**src/rtl/skylark_muldiv.sv**
```systemverilog
`default_nettype none
// ============================================================================
//  Module      : skylark_muldiv
//  Description : Iterative RV32M multiply/divide unit for the Execute stage.
//                Shift-add multiplier retiring MUL_BPC bits per cycle and a
//                radix-2 restoring divider working on operand magnitudes.
//                Divide-by-zero and signed overflow bypass the iteration.
//                reset is asynchronous and active-low.
//  Revision    : 1.0 - initial release
// ============================================================================
module skylark_muldiv #(
    parameter int XLEN    = 32,
    parameter int MUL_BPC = 1
) (
    input  logic            clk,
    input  logic            reset,
    input  logic            kill,
    input  logic            in_valid,
    output logic            in_ready,
    input  logic [2:0]      funct3,
    input  logic [XLEN-1:0] rs1,
    input  logic [XLEN-1:0] rs2,
    output logic            out_valid,
    input  logic            out_ready,
    output logic [XLEN-1:0] result
);

    localparam int c_MUL_ITER = XLEN / MUL_BPC;
    localparam int c_CNTW     = $clog2(XLEN + 1);

    typedef enum logic [2:0] {
        IDLE = 3'd0,
        MUL  = 3'd1,
        DIV  = 3'd2,
        FIX  = 3'd3,
        DONE = 3'd4
    } state_t;

    state_t              r_state;
    state_t              w_nextState;

    // r_acc: multiply = {partial sum, remaining multiplier};
    //        divide   = {partial remainder, dividend/quotient};
    //        fast path = result in the low half.
    logic [2*XLEN-1:0]   r_acc;
    logic [XLEN-1:0]     r_opB;      // multiplicand (MUL) or divisor (DIV) magnitude
    logic [c_CNTW-1:0]   r_cnt;
    logic [2:0]          r_funct3;
    logic                r_negQ;     // product / quotient must be negated
    logic                r_negR;     // remainder must be negated
    logic                r_fast;     // result precomputed at accept
    logic [XLEN-1:0]     r_result;

    // ------------------------------------------------------------------
    // Accept-time decode: signedness, magnitudes and fast-path detection
    // ------------------------------------------------------------------
    logic                w_accept;
    logic                w_isDiv;
    logic                w_signedA;
    logic                w_signedB;
    logic                w_sA;
    logic                w_sB;
    logic [XLEN-1:0]     w_magA;
    logic [XLEN-1:0]     w_magB;
    logic                w_divZero;
    logic                w_ovf;
    logic                w_fast;
    logic [XLEN-1:0]     w_fastRes;
    logic [XLEN-1:0]     w_minInt;

    assign w_minInt  = {1'b1, {(XLEN-1){1'b0}}};
    assign w_accept  = in_valid & (r_state == IDLE) & ~kill;
    assign w_isDiv   = funct3[2];
    // DIV/REM signed on both; MUL/MULH signed on both; MULHSU signed on rs1 only
    assign w_signedA = w_isDiv ? ~funct3[0] : (funct3 != 3'b011);
    assign w_signedB = w_isDiv ? ~funct3[0] : ~funct3[1];
    assign w_sA      = w_signedA & rs1[XLEN-1];
    assign w_sB      = w_signedB & rs2[XLEN-1];
    assign w_magA    = w_sA ? -rs1 : rs1;
    assign w_magB    = w_sB ? -rs2 : rs2;
    assign w_divZero = w_isDiv & (rs2 == '0);
    assign w_ovf     = w_isDiv & ~funct3[0] & (rs1 == w_minInt) & (rs2 == '1);
    assign w_fast    = w_divZero | w_ovf;
    // funct3[1] distinguishes REM/REMU from DIV/DIVU
    assign w_fastRes = w_divZero ? (funct3[1] ? rs1 : '1)
                                 : (funct3[1] ? '0  : rs1);

    // ------------------------------------------------------------------
    // Multiply step: add multiplicand * low MUL_BPC multiplier bits into
    // the upper half, then shift the whole accumulator right.
    // ------------------------------------------------------------------
    logic [XLEN+MUL_BPC-1:0]   w_partial;
    logic [XLEN+MUL_BPC-1:0]   w_sum;
    logic [2*XLEN+MUL_BPC-1:0] w_mulShift;
    logic [2*XLEN-1:0]         w_mulNext;

    assign w_partial  = {{MUL_BPC{1'b0}}, r_opB} * {{XLEN{1'b0}}, r_acc[MUL_BPC-1:0]};
    assign w_sum      = {{MUL_BPC{1'b0}}, r_acc[2*XLEN-1:XLEN]} + w_partial;
    assign w_mulShift = {w_sum, r_acc[XLEN-1:0]};
    assign w_mulNext  = w_mulShift[2*XLEN+MUL_BPC-1:MUL_BPC];

    // ------------------------------------------------------------------
    // Divide step: shift in the next dividend bit, subtract if it fits.
    // ------------------------------------------------------------------
    logic [XLEN:0]       w_remSh;
    logic [XLEN:0]       w_trial;
    logic                w_ge;
    logic [2*XLEN-1:0]   w_divNext;

    assign w_remSh   = {r_acc[2*XLEN-1:XLEN], r_acc[XLEN-1]};
    assign w_trial   = w_remSh - {1'b0, r_opB};
    assign w_ge      = (w_remSh >= {1'b0, r_opB});
    assign w_divNext = w_ge ? {w_trial[XLEN-1:0], r_acc[XLEN-2:0], 1'b1}
                            : {w_remSh[XLEN-1:0], r_acc[XLEN-2:0], 1'b0};

    // ------------------------------------------------------------------
    // Fix-up: sign correction and half / quotient-remainder select
    // ------------------------------------------------------------------
    logic [2*XLEN-1:0]   w_prod;
    logic [XLEN-1:0]     w_quot;
    logic [XLEN-1:0]     w_rem;
    logic [XLEN-1:0]     w_fixRes;

    assign w_prod = r_negQ ? -r_acc : r_acc;
    assign w_quot = r_negQ ? -r_acc[XLEN-1:0] : r_acc[XLEN-1:0];
    assign w_rem  = r_negR ? -r_acc[2*XLEN-1:XLEN] : r_acc[2*XLEN-1:XLEN];

    // Select the architectural result from the finished datapath
    always_comb begin
        w_fixRes = '0;
        if (r_fast) begin
            w_fixRes = r_acc[XLEN-1:0];
        end else if (!r_funct3[2]) begin
            w_fixRes = (r_funct3[1:0] == 2'b00) ? w_prod[XLEN-1:0] : w_prod[2*XLEN-1:XLEN];
        end else begin
            w_fixRes = r_funct3[1] ? w_rem : w_quot;
        end
    end

    // State register
    always_ff @(posedge clk or negedge reset) begin
        if (!reset) begin
            r_state <= IDLE;
        end else begin
            r_state <= w_nextState;
        end
    end

    // Next-state logic; kill overrides every other transition
    always_comb begin
        w_nextState = r_state;
        case (r_state)
            IDLE: begin
                if (in_valid) begin
                    if (w_fast)       w_nextState = FIX;
                    else if (w_isDiv) w_nextState = DIV;
                    else              w_nextState = MUL;
                end
            end
            MUL:     if (r_cnt == '0) w_nextState = FIX;
            DIV:     if (r_cnt == '0) w_nextState = FIX;
            FIX:     w_nextState = DONE;
            DONE:    if (out_ready) w_nextState = IDLE;
            default: w_nextState = IDLE;
        endcase
        if (kill) begin
            w_nextState = IDLE;
        end
    end

    // Operand capture, iteration datapath and result register
    always_ff @(posedge clk or negedge reset) begin
        if (!reset) begin
            r_acc    <= '0;
            r_opB    <= '0;
            r_cnt    <= '0;
            r_funct3 <= '0;
            r_negQ   <= 1'b0;
            r_negR   <= 1'b0;
            r_fast   <= 1'b0;
            r_result <= '0;
        end else if (w_accept) begin
            r_funct3 <= funct3;
            r_negQ   <= w_sA ^ w_sB;
            r_negR   <= w_sA;
            r_fast   <= w_fast;
            r_cnt    <= w_isDiv ? c_CNTW'(XLEN - 1) : c_CNTW'(c_MUL_ITER - 1);
            r_opB    <= w_isDiv ? w_magB : w_magA;
            if (w_fast)       r_acc <= {{XLEN{1'b0}}, w_fastRes};
            else if (w_isDiv) r_acc <= {{XLEN{1'b0}}, w_magA};
            else              r_acc <= {{XLEN{1'b0}}, w_magB};
        end else if (!kill) begin
            case (r_state)
                MUL: begin
                    r_acc <= w_mulNext;
                    r_cnt <= r_cnt - c_CNTW'(1);
                end
                DIV: begin
                    r_acc <= w_divNext;
                    r_cnt <= r_cnt - c_CNTW'(1);
                end
                FIX:     r_result <= w_fixRes;
                default: ;
            endcase
        end
    end

    assign in_ready  = (r_state == IDLE);
    assign out_valid = (r_state == DONE);
    assign result    = r_result;

endmodule
`default_nettype wire

```
**config.mk**
```make
export PLATFORM = sky130hd
export DESIGN_NAME = skylark_muldiv
export DESIGN_NICKNAME = d
export VERILOG_FILES = /design/src/rtl/skylark_muldiv.sv
export SDC_FILE = /design/constraint.sdc
export NUM_CORES = 1
export LEC_CHECK = 0
export BUFFER_PORTS_ARGS = -buffer_cell sky130_fd_sc_hd__clkbuf_2
export CELL_PAD_IN_SITES_DETAIL_PLACEMENT = 0
export CELL_PAD_IN_SITES_GLOBAL_PLACEMENT = 1
export CORE_ASPECT_RATIO = 1.75
export CORE_UTILIZATION = 45
export CTS_CLUSTER_DIAMETER = 40
export DETAILED_ROUTE_END_ITERATION = 10
export GPL_TIMING_DRIVEN = 1
export MAX_ROUTING_LAYER = met4
export PLACE_DENSITY = 0.79
export SYNTH_ARGS = -nofsm -noshare
export SYNTH_HDL_FRONTEND = slang
export SYNTH_SLANG_ARGS = --single-unit
export TNS_END_PERCENT = 30
```
**constraint.sdc**
```tcl
create_clock -name clk -period 6.3 [get_ports clk]
set_input_delay 1.26 -clock clk [delete_from_list [all_inputs] [get_ports clk]]
set_output_delay 1.26 -clock clk [all_outputs]
set_load 0.005 [all_outputs]
```
==> metrics, run 1 <==
total number of H-tree levels 4; clock skew 0.01153 ns; Crit-path slowest cell sky130_fd_sc_hd__dfrtp_1; number of library cell types mapped by synthesis 83; count of routing violations after the opening detailed-route iteration 1,351; final period demand of the worst path 4.274 ns; portion of synthesized cell area occupied by the leading cell type 23.26%; core area 33,740 um^2; outcome finished, final reports clean; cts bufs inserted 17; Syn Nets 2,259; element type at the critical path start register; synth warn 0; Clock Path Buffers 2; static leakage 6.903 nW; global router's overall resource usage 40.59%; Crit Path Category register to register; library cell with the highest instance count after synthesis sky130_fd_sc_hd__nand2_1; slew margin rel. 12.29%; fill cell instance count of the final layout 3,488; layout overhead on the synthesized area 8.409%; Die Footprint 34,960 um^2; critical path required time 6.62 ns; commonest cells in the netlist sky130_fd_sc_hd__nand2_1 (238), sky130_fd_sc_hd__o21ai_0 (218), sky130_fd_sc_hd__nor2_1 (190); Cell Chain, Critical Path ha_1 > nand4_1 > a21oi_1 > o21ai_0 > o21ai_1 > o21ai_4 > buf_4 > nor2_1 > a211oi_1 > o21ai_0; final routed wire length divided by cell count 26.43 um; fraction of layout instances using a drive strength above 1 9.645%; largest net degree at the start of global routing 79; Finished Core Util 49.43%; share of synthesized registers carrying an async set or reset 100.0%; weighted congestion at the end of routability-driven global placement 1.076; crit path buf inv count 1; clock sinks 143; Pre-Repair DR Iteration Count 6; number of global-route vias before repair 16,166; number of antenna violations at the first check in global routing 2; routed via count 16,910; root cell of the clock tree sky130_fd_sc_hd__clkbuf_16; post-route antenna net violation count 0; cell occurring most often along the worst timing path sky130_fd_sc_hd__o21ai_0; Seq/Total Area, Yosys 23.26%; maximum clock frequency 0.2340 GHz; count of flip-flops with a built-in enable after synthesis 0; Worst-Skew Late Latency 0.47 ns; instance count of the mapped netlist 2,114; die width 141.8 um; power per standard cell area 521.8 nW/um^2; number of gates resized after CTS 0; HPWL reported at the end of detailed placement 50.08 mm; standard-cell row count 89; sum of negative setup slack 0 ns; Vert. Die Dim 246.6 um; Cell Area, Synth 15,380 um^2; max-cap check violation count 0; CTS tree done; post-detailed-route DRC marker count 0; maximum fanout encountered on the critical timing path 33; Max VDD drop 257.8 uV; hold slack 0.4852 ns; total of flip-flops plus latches after synthesis 143; Post-CTS Setup Repair Bufs 0; Port Buffer Count 105; dominant synthesized flop cell sky130_fd_sc_hd__dfrtp_1; family with the most delay on the worst path compound AO/OA/AOI/OAI gates; crit end category register; residual overflow from global routing 0; sum of routed wire length over all layers 67.96 mm; average cell area after synthesis 7.278 um^2; Worst-Margin Slew 1.302 ns; number of failing hold endpoints at the final stage 0; setup-violating endpoint count in the final report 0; max-slew violations 0; Post-CTS Hold Buffers 0; maximum single-stage delay on the critical path 0.96 ns; Initial Utilization 45.60%; count of boundary I/O pins 106; biggest area contributors in the synthesized netlist sky130_fd_sc_hd__dfrtp_1 (23%), sky130_fd_sc_hd__o21ai_0 (7.1%), sky130_fd_sc_hd__nand2_1 (5.8%), sky130_fd_sc_hd__xor2_1 (5.8%), sky130_fd_sc_hd__ha_1 (5.8%); unrepaired setup endpoints after global routing no; most area-hungry cell type in the Yosys netlist sky130_fd_sc_hd__dfrtp_1; Clock transition at path regs 0.07 ns; final critical-path share of the clock period 67.84%; crit path DAT 4.60 ns; routed via count divided by cell count 6.577; wire length of the first global-routing pass 101.3 mm; worst min-delay path class register to register; non-filler cells, final 2,571; Net count, final 2,247; placed cell count 2,538
-- registers in the layout, indices dropped and copies added (netlist names) --
signal and cells:
result 32, r_negQ 1, r_opB 32, r_acc 64, r_cnt 6, r_fast 1, r_state 3, r_negR 1
r_funct3 3
-- where the power goes --
| part | internal [mW] | switching [mW] | total [mW] |
|---|---|---|---|
| clock | 0.606 | 0.506 | 1.11 |
| sequential | 1.31 | 0.843 | 2.15 |
| combinational | 1.92 | 3.52 | 5.44 |
| total | 3.83 | 4.87 | 8.70 |
-- worst paths after layout --
| check | depth (start not counted) | from | end | slack (ns) |
|---|---|---|---|---|
| hold reg to reg | 2 | result[9] | result[9] | 0.49 |
| max in group asynchronous | 2 | reset | r_acc[16] | 4.38 |
| min in group asynchronous | 1 | reset | result[18] | 0.68 |
| setup reg to reg | 10 | r_acc[38] | r_acc[37] | 2.03 |
| hold / removal | 2 | result[9] | result[9] | 0.49 |
| setup / recovery | 10 | r_acc[38] | r_acc[37] | 2.03 |
-- metal layers --
metal / global-route usage [%] / up-vias / part of all wire [%]
li1: - / 7640 / -
met2: 65.46 / 811 / 48
met4: 31.69 / 0 / 8.8
met5: - / - / 0
met1: 42.23 / 8179 / 35
met3: 10.07 / 280 / 7.7
-- cell usage in the layout, fill, tap and decap left out, types with 11 or more instances in the layout --
cell / count
sky130_fd_sc_hd__a22o_1: 16
sky130_fd_sc_hd__xor2_1: 102
sky130_fd_sc_hd__or3_1: 30
sky130_fd_sc_hd__nand2b_1: 15
sky130_fd_sc_hd__clkbuf_2: 104
sky130_fd_sc_hd__a221oi_1: 17
sky130_fd_sc_hd__nand4_1: 25
sky130_fd_sc_hd__nor4_1: 16
sky130_fd_sc_hd__nor2_1: 189
sky130_fd_sc_hd__a31oi_1: 24
sky130_fd_sc_hd__clkbuf_16: 17
sky130_fd_sc_hd__or2_2: 11
sky130_fd_sc_hd__dfrtp_1: 142
sky130_fd_sc_hd__o211ai_1: 35
sky130_fd_sc_hd__nand2_1: 238
sky130_fd_sc_hd__o221ai_1: 14
sky130_fd_sc_hd__nor3_1: 42
sky130_fd_sc_hd__inv_1: 76
sky130_fd_sc_hd__o31ai_1: 32
sky130_fd_sc_hd__o21ai_1: 13
sky130_fd_sc_hd__a21o_1: 22
sky130_fd_sc_hd__xnor2_1: 91
sky130_fd_sc_hd__or4_1: 17
sky130_fd_sc_hd__a211oi_1: 27
sky130_fd_sc_hd__nor2b_1: 11
sky130_fd_sc_hd__ha_1: 71
sky130_fd_sc_hd__buf_4: 26
sky130_fd_sc_hd__o21ai_0: 218
sky130_fd_sc_hd__a21oi_1: 173
sky130_fd_sc_hd__nand3_1: 76
sky130_fd_sc_hd__o41ai_1: 15
sky130_fd_sc_hd__mux2i_1: 32
-- cell families after synthesis --
family                     Yosys count  synth area share (%)
DFF                                143                 23.26
buffers and inverters              238                 6.091
xor gates and xnor gates           193                 10.99
adders and majority gates           73                 6.034
and+or+nand+nor                    722                 22.07
muxes                               40                 2.668
AOI/OAI and AO/OA                  705                 28.89
-- stage by stage --
stage	total power, mW	cell area, um^2	setup slack [ns]
floorplan	5.487	15380	2.588
global route	9.202	16680	1.912
finish	8.704	16680	2.026
CTS	8.442	16680	2.173
global placement	7.254	16060	1.998
detailed placement	7.320	16060	1.981
-- layout make-up --
class                           instances  area [um^2]  share of cell area [%]
Antenna cell                            1        2.502                 0.01500
Tap cell                              455        569.3                   3.413
Clock inverter                         15        190.2                   1.140
Sequential cell                       143         3580                   21.46
Clock buffer                           17        425.4                   2.551
Timing Repair Buffer                  131        726.9                   4.359
Inverter                               76        285.3                   1.710
Multi-Input combinational cell       1733        10900                   65.35
-- worst min-delay path: stages, from the launching register on --
cell and delay [ns]:
sky130_fd_sc_hd__dfrtp_1 0.35, sky130_fd_sc_hd__nand2_1 0.05, sky130_fd_sc_hd__nand3_1 0.06
No activity file was read; power rests on OpenSTA's default activity.
==> inputs of run 2 (changes only) <==
ABC_AREA = 1   (was unset)
CORE_UTILIZATION = 39   (was 45)
PLACE_DENSITY = 0.77   (was 0.79)
clock period = 3.45 ns   (was 6.3 ns; I/O delays follow)
==> run 2 against run 1 <==
Effect of this change:
- area after synthesis up 23%
- design area up 26%
- final cell count is 62% higher
- register-to-register slack got worse by 2.0 ns
- clock skew increased by 0.0091 ns
- synthesized cell count increased by 64%
- flip-flop and latch count is the same
- combinational power rose to 2.9 times the previous value
- critical path depth is 1 higher
- global-route usage increased by 2.7 points
- largest cell class unchanged
- largest power group unchanged
==> metrics, run 2 <==
wire length of the first global-routing pass 150.2 mm (was 101.3 mm); crit path DAT 3.74 ns (was 4.60 ns); Vert. Die Dim 293.1 um (was 246.6 um); hold slack 0.1511 ns (was 0.4852 ns); Syn Nets 3,605 (was 2,259); most area-hungry cell type in the Yosys netlist sky130_fd_sc_hd__nand2_1 (was sky130_fd_sc_hd__dfrtp_1); post-route antenna net violation count 0 (unchanged); Max VDD drop 559.3 uV (was 257.8 uV); biggest area contributors in the synthesized netlist sky130_fd_sc_hd__nand2_1 (26%), sky130_fd_sc_hd__dfrtp_1 (19%), sky130_fd_sc_hd__nand3_1 (9.0%), sky130_fd_sc_hd__inv_1 (8.3%), sky130_fd_sc_hd__nor2_1 (7.1%) (was sky130_fd_sc_hd__dfrtp_1 (23%), sky130_fd_sc_hd__o21ai_0 (7.1%), sky130_fd_sc_hd__nand2_1 (5.8%), sky130_fd_sc_hd__xor2_1 (5.8%), sky130_fd_sc_hd__ha_1 (5.8%)); Clk network pwr share 9.2% (was 12.8%); sum of routed wire length over all layers 102.5 mm (was 67.96 mm); largest net degree at the start of global routing 71 (was 79); Worst-Margin Slew 1.230 ns (was 1.302 ns); number of library cell types mapped by synthesis 52 (was 83); max-slew violations 0 (unchanged); crit end category register (unchanged); slew margin rel. 17.12% (was 12.29%); HPWL reported at the end of detailed placement 81.67 mm (was 50.08 mm); clock skew 0.02059 ns (was 0.01153 ns); Die Footprint 49,360 um^2 (was 34,960 um^2); cell occurring most often along the worst timing path sky130_fd_sc_hd__nand2_1 (was sky130_fd_sc_hd__o21ai_0); switching portion of total power 61.90% (was 55.99%); static leakage 11.39 nW (was 6.903 nW); switching component of the power 12.98 mW (was 4.873 mW); synth warn 0 (unchanged); family with the most delay on the worst path compound AO/OA/AOI/OAI gates (unchanged); number of global-route vias before repair 23,079 (was 16,166); share of synthesized registers carrying an async set or reset 100.0% (unchanged); power per standard cell area 998.6 nW/um^2 (was 521.8 nW/um^2); Clock Path Buffers 2 (unchanged); routed via count divided by cell count 5.759 (was 6.577); residual overflow from global routing 0 (unchanged); sum of negative setup slack 0 ns (unchanged); final period demand of the worst path 3.418 ns (was 4.274 ns); Crit-path slowest cell sky130_fd_sc_hd__dfrtp_1 (unchanged); count of routing violations after the opening detailed-route iteration 2,422 (was 1,351); count of boundary I/O pins 106 (unchanged); final critical-path share of the clock period 99.08% (was 67.84%); Seq/Total Area, Yosys 18.94% (was 23.26%); CTS tree done (unchanged); root cell of the clock tree sky130_fd_sc_hd__clkbuf_16 (unchanged); final routed wire length divided by cell count 24.55 um (was 26.43 um); combinational cell fraction of total power 75.0% (was 62.5%); max-cap check violation count 0 (unchanged); sequential cell fraction of total power 15.7% (was 24.7%); total number of H-tree levels 4 (unchanged); worst min-delay path class primary input to asynchronous set/reset pin (was register to register); unrepaired setup endpoints after global routing no (unchanged); number of gates resized after CTS 0 (unchanged); most used cells in the layout excluding fill and tap cells sky130_fd_sc_hd__nand2_1 (1,302), sky130_fd_sc_hd__inv_1 (417), sky130_fd_sc_hd__nor2_1 (355) (was sky130_fd_sc_hd__nand2_1 (238), sky130_fd_sc_hd__o21ai_0 (218), sky130_fd_sc_hd__nor2_1 (189)); critical path required time 3.77 ns (was 6.62 ns); Worst-Skew Late Latency 0.46 ns (was 0.47 ns); Initial Utilization 39.56% (was 45.60%); global router's overall resource usage 43.33% (was 40.59%); core area 47,750 um^2 (was 33,740 um^2); Net count, final 3,700 (was 2,247); Port Buffer Count 105 (unchanged); number of failing hold endpoints at the final stage 0 (unchanged); die width 168.4 um (was 141.8 um); outcome finished, final reports clean (unchanged); library cell with the highest instance count after synthesis sky130_fd_sc_hd__nand2_1 (unchanged); Post-CTS Hold Buffers 0 (unchanged); maximum clock frequency 0.2925 GHz (was 0.2340 GHz); Crit Path Category register to register (unchanged); cts bufs inserted 17 (unchanged); commonest cells in the netlist sky130_fd_sc_hd__nand2_1 (1,304), sky130_fd_sc_hd__inv_1 (418), sky130_fd_sc_hd__nor2_1 (356) (was sky130_fd_sc_hd__nand2_1 (238), sky130_fd_sc_hd__o21ai_0 (218), sky130_fd_sc_hd__nor2_1 (190)); crit path buf inv count 2 (was 1); fraction of layout instances using a drive strength above 1 8.520% (was 9.645%); setup-violating endpoint count in the final report 0 (unchanged); maximum fanout encountered on the critical timing path 19 (was 33); clock sinks 143 (unchanged); Pre-Repair DR Iteration Count 8 (was 6); number of flip-flops under the largest register name 64 (unchanged); post-detailed-route DRC marker count 0 (unchanged); Post-CTS Setup Repair Bufs 0 (unchanged); Cell Chain, Critical Path buf_4 > nand2_1 > inv_1 > ha_1 > nand2_1 > o21ai_0 > a21oi_1 > nand4_1 > nand3_1 > nand2_1 > o21bai_1 (was ha_1 > nand4_1 > a21oi_1 > o21ai_0 > o21ai_1 > o21ai_4 > buf_4 > nor2_1 > a211oi_1 > o21ai_0); total of flip-flops plus latches after synthesis 143 (unchanged); Cell Area, Synth 18,890 um^2 (was 15,380 um^2); count of flip-flops with a built-in enable after synthesis 0 (unchanged); most common cell after layout, fill and taps aside sky130_fd_sc_hd__nand2_1 (unchanged); element type at the critical path start register (unchanged); number of antenna violations at the first check in global routing 13 (was 2); layout overhead on the synthesized area 11.16% (was 8.409%); largest register by flop count r_acc (unchanged); routed via count 24,042 (was 16,910); maximum single-stage delay on the critical path 0.56 ns (was 0.96 ns); average cell area after synthesis 5.460 um^2 (was 7.278 um^2); Clock transition at path regs 0.08 ns (was 0.07 ns); standard-cell row count 106 (was 89); weighted congestion at the end of routability-driven global placement 1.112 (was 1.076); portion of synthesized cell area occupied by the leading cell type 25.91% (was 23.26%); instance count of the mapped netlist 3,460 (was 2,114); Internal Dissipation 7.989 mW (was 3.831 mW); dominant synthesized flop cell sky130_fd_sc_hd__dfrtp_1 (unchanged)
-- run 2: changes by cell type after synthesis, sizes merged, moves of 26 or more --
cell,delta
nand2,+1084
inv,+355
nand3,+265
nor2,+188
xnor2,-70
clkbuf,-63
nand4,+55
xor2,-39
a21oi,-36
o21ai,-33
mux2i,-32
or3,-30
o31ai,-27
a211oi,-26
-- run 2: path summary, 6_finish.rpt --
check,from,end,slack (ns),depth (start not counted)
worst max-delay path,r_acc[0],r_acc[49],0.03,11
worst min-delay path,reset,result[28],0.15,1
worst max register to register,r_acc[0],r_acc[49],0.03,11
worst min register to register,result[27],result[27],0.48,2
max in group asynchronous,reset,r_negQ,2.50,2
min in group clk,out_ready,r_state[2],0.44,2
-- run 2: power by group through the flow --
stage	Combinational, mW	Sequential (mW)	Clock [mW]
finish	15.7	3.30	1.93
floorplan	9.54	2.97	0
CTS	15.0	3.26	1.95
global route	17.0	3.34	2.00
global placement	14.9	3.28	0
detailed placement	15.0	3.28	0
-- run 2: kinds of logic after synthesis --
group	share of synthesized area [%]
buf+inv	11.45
xor+xnor	3.895
simple gates	48.27
fa+ha+maj	4.915
compound gates	12.52
flops	18.94
-- run 2: final cells by class --
| class | instances | area, um^2 |
|---|---|---|
| flip-flops and latches | 143 | 3580 |
| repair buffers | 193 | 1259 |
| fillers | 5342 | 26750 |
| well taps | 594 | 743.2 |
| clock buffers | 18 | 439.2 |
| multi-input cells | 2765 | 13170 |
| diodes | 13 | 32.53 |
| clock inverters | 14 | 145.1 |
| inverters | 435 | 1635 |
-- run 2: metal layers --
layer	vias up	wire [um]	global-route usage [%]
met5	-	0	-
li1	11258	-	-
met2	1170	49150	70.49
met4	0	11310	40.11
met1	11180	35180	42.48
met3	434	6835	10.51
-- run 2: through the flow --
stage,util [%],worst slack (ns),instances,power [mW],area [um^2]
after floorplan,-,0.8747,3460,12.51,18890
after global placement,42.66,0.2812,4129,18.21,20370
after detailed placement,42.66,0.3028,4129,18.25,20370
after CTS,43.88,0.3024,4161,20.24,20950
after global routing,43.98,0.005329,4175,22.31,21000
final,43.98,0.03172,4175,20.97,21000
-- run 2: worst reg2reg max path, cell delays in order (launching register included) --
cell                       delay, ns
sky130_fd_sc_hd__dfrtp_1        0.56
sky130_fd_sc_hd__buf_4          0.34
sky130_fd_sc_hd__nand2_1        0.10
sky130_fd_sc_hd__inv_1          0.31
sky130_fd_sc_hd__ha_1           0.39
sky130_fd_sc_hd__nand2_1        0.15
sky130_fd_sc_hd__o21ai_0        0.15
sky130_fd_sc_hd__a21oi_1        0.36
sky130_fd_sc_hd__nand4_1        0.14
sky130_fd_sc_hd__nand3_1        0.12
sky130_fd_sc_hd__nand2_1        0.25
sky130_fd_sc_hd__o21bai_1       0.42
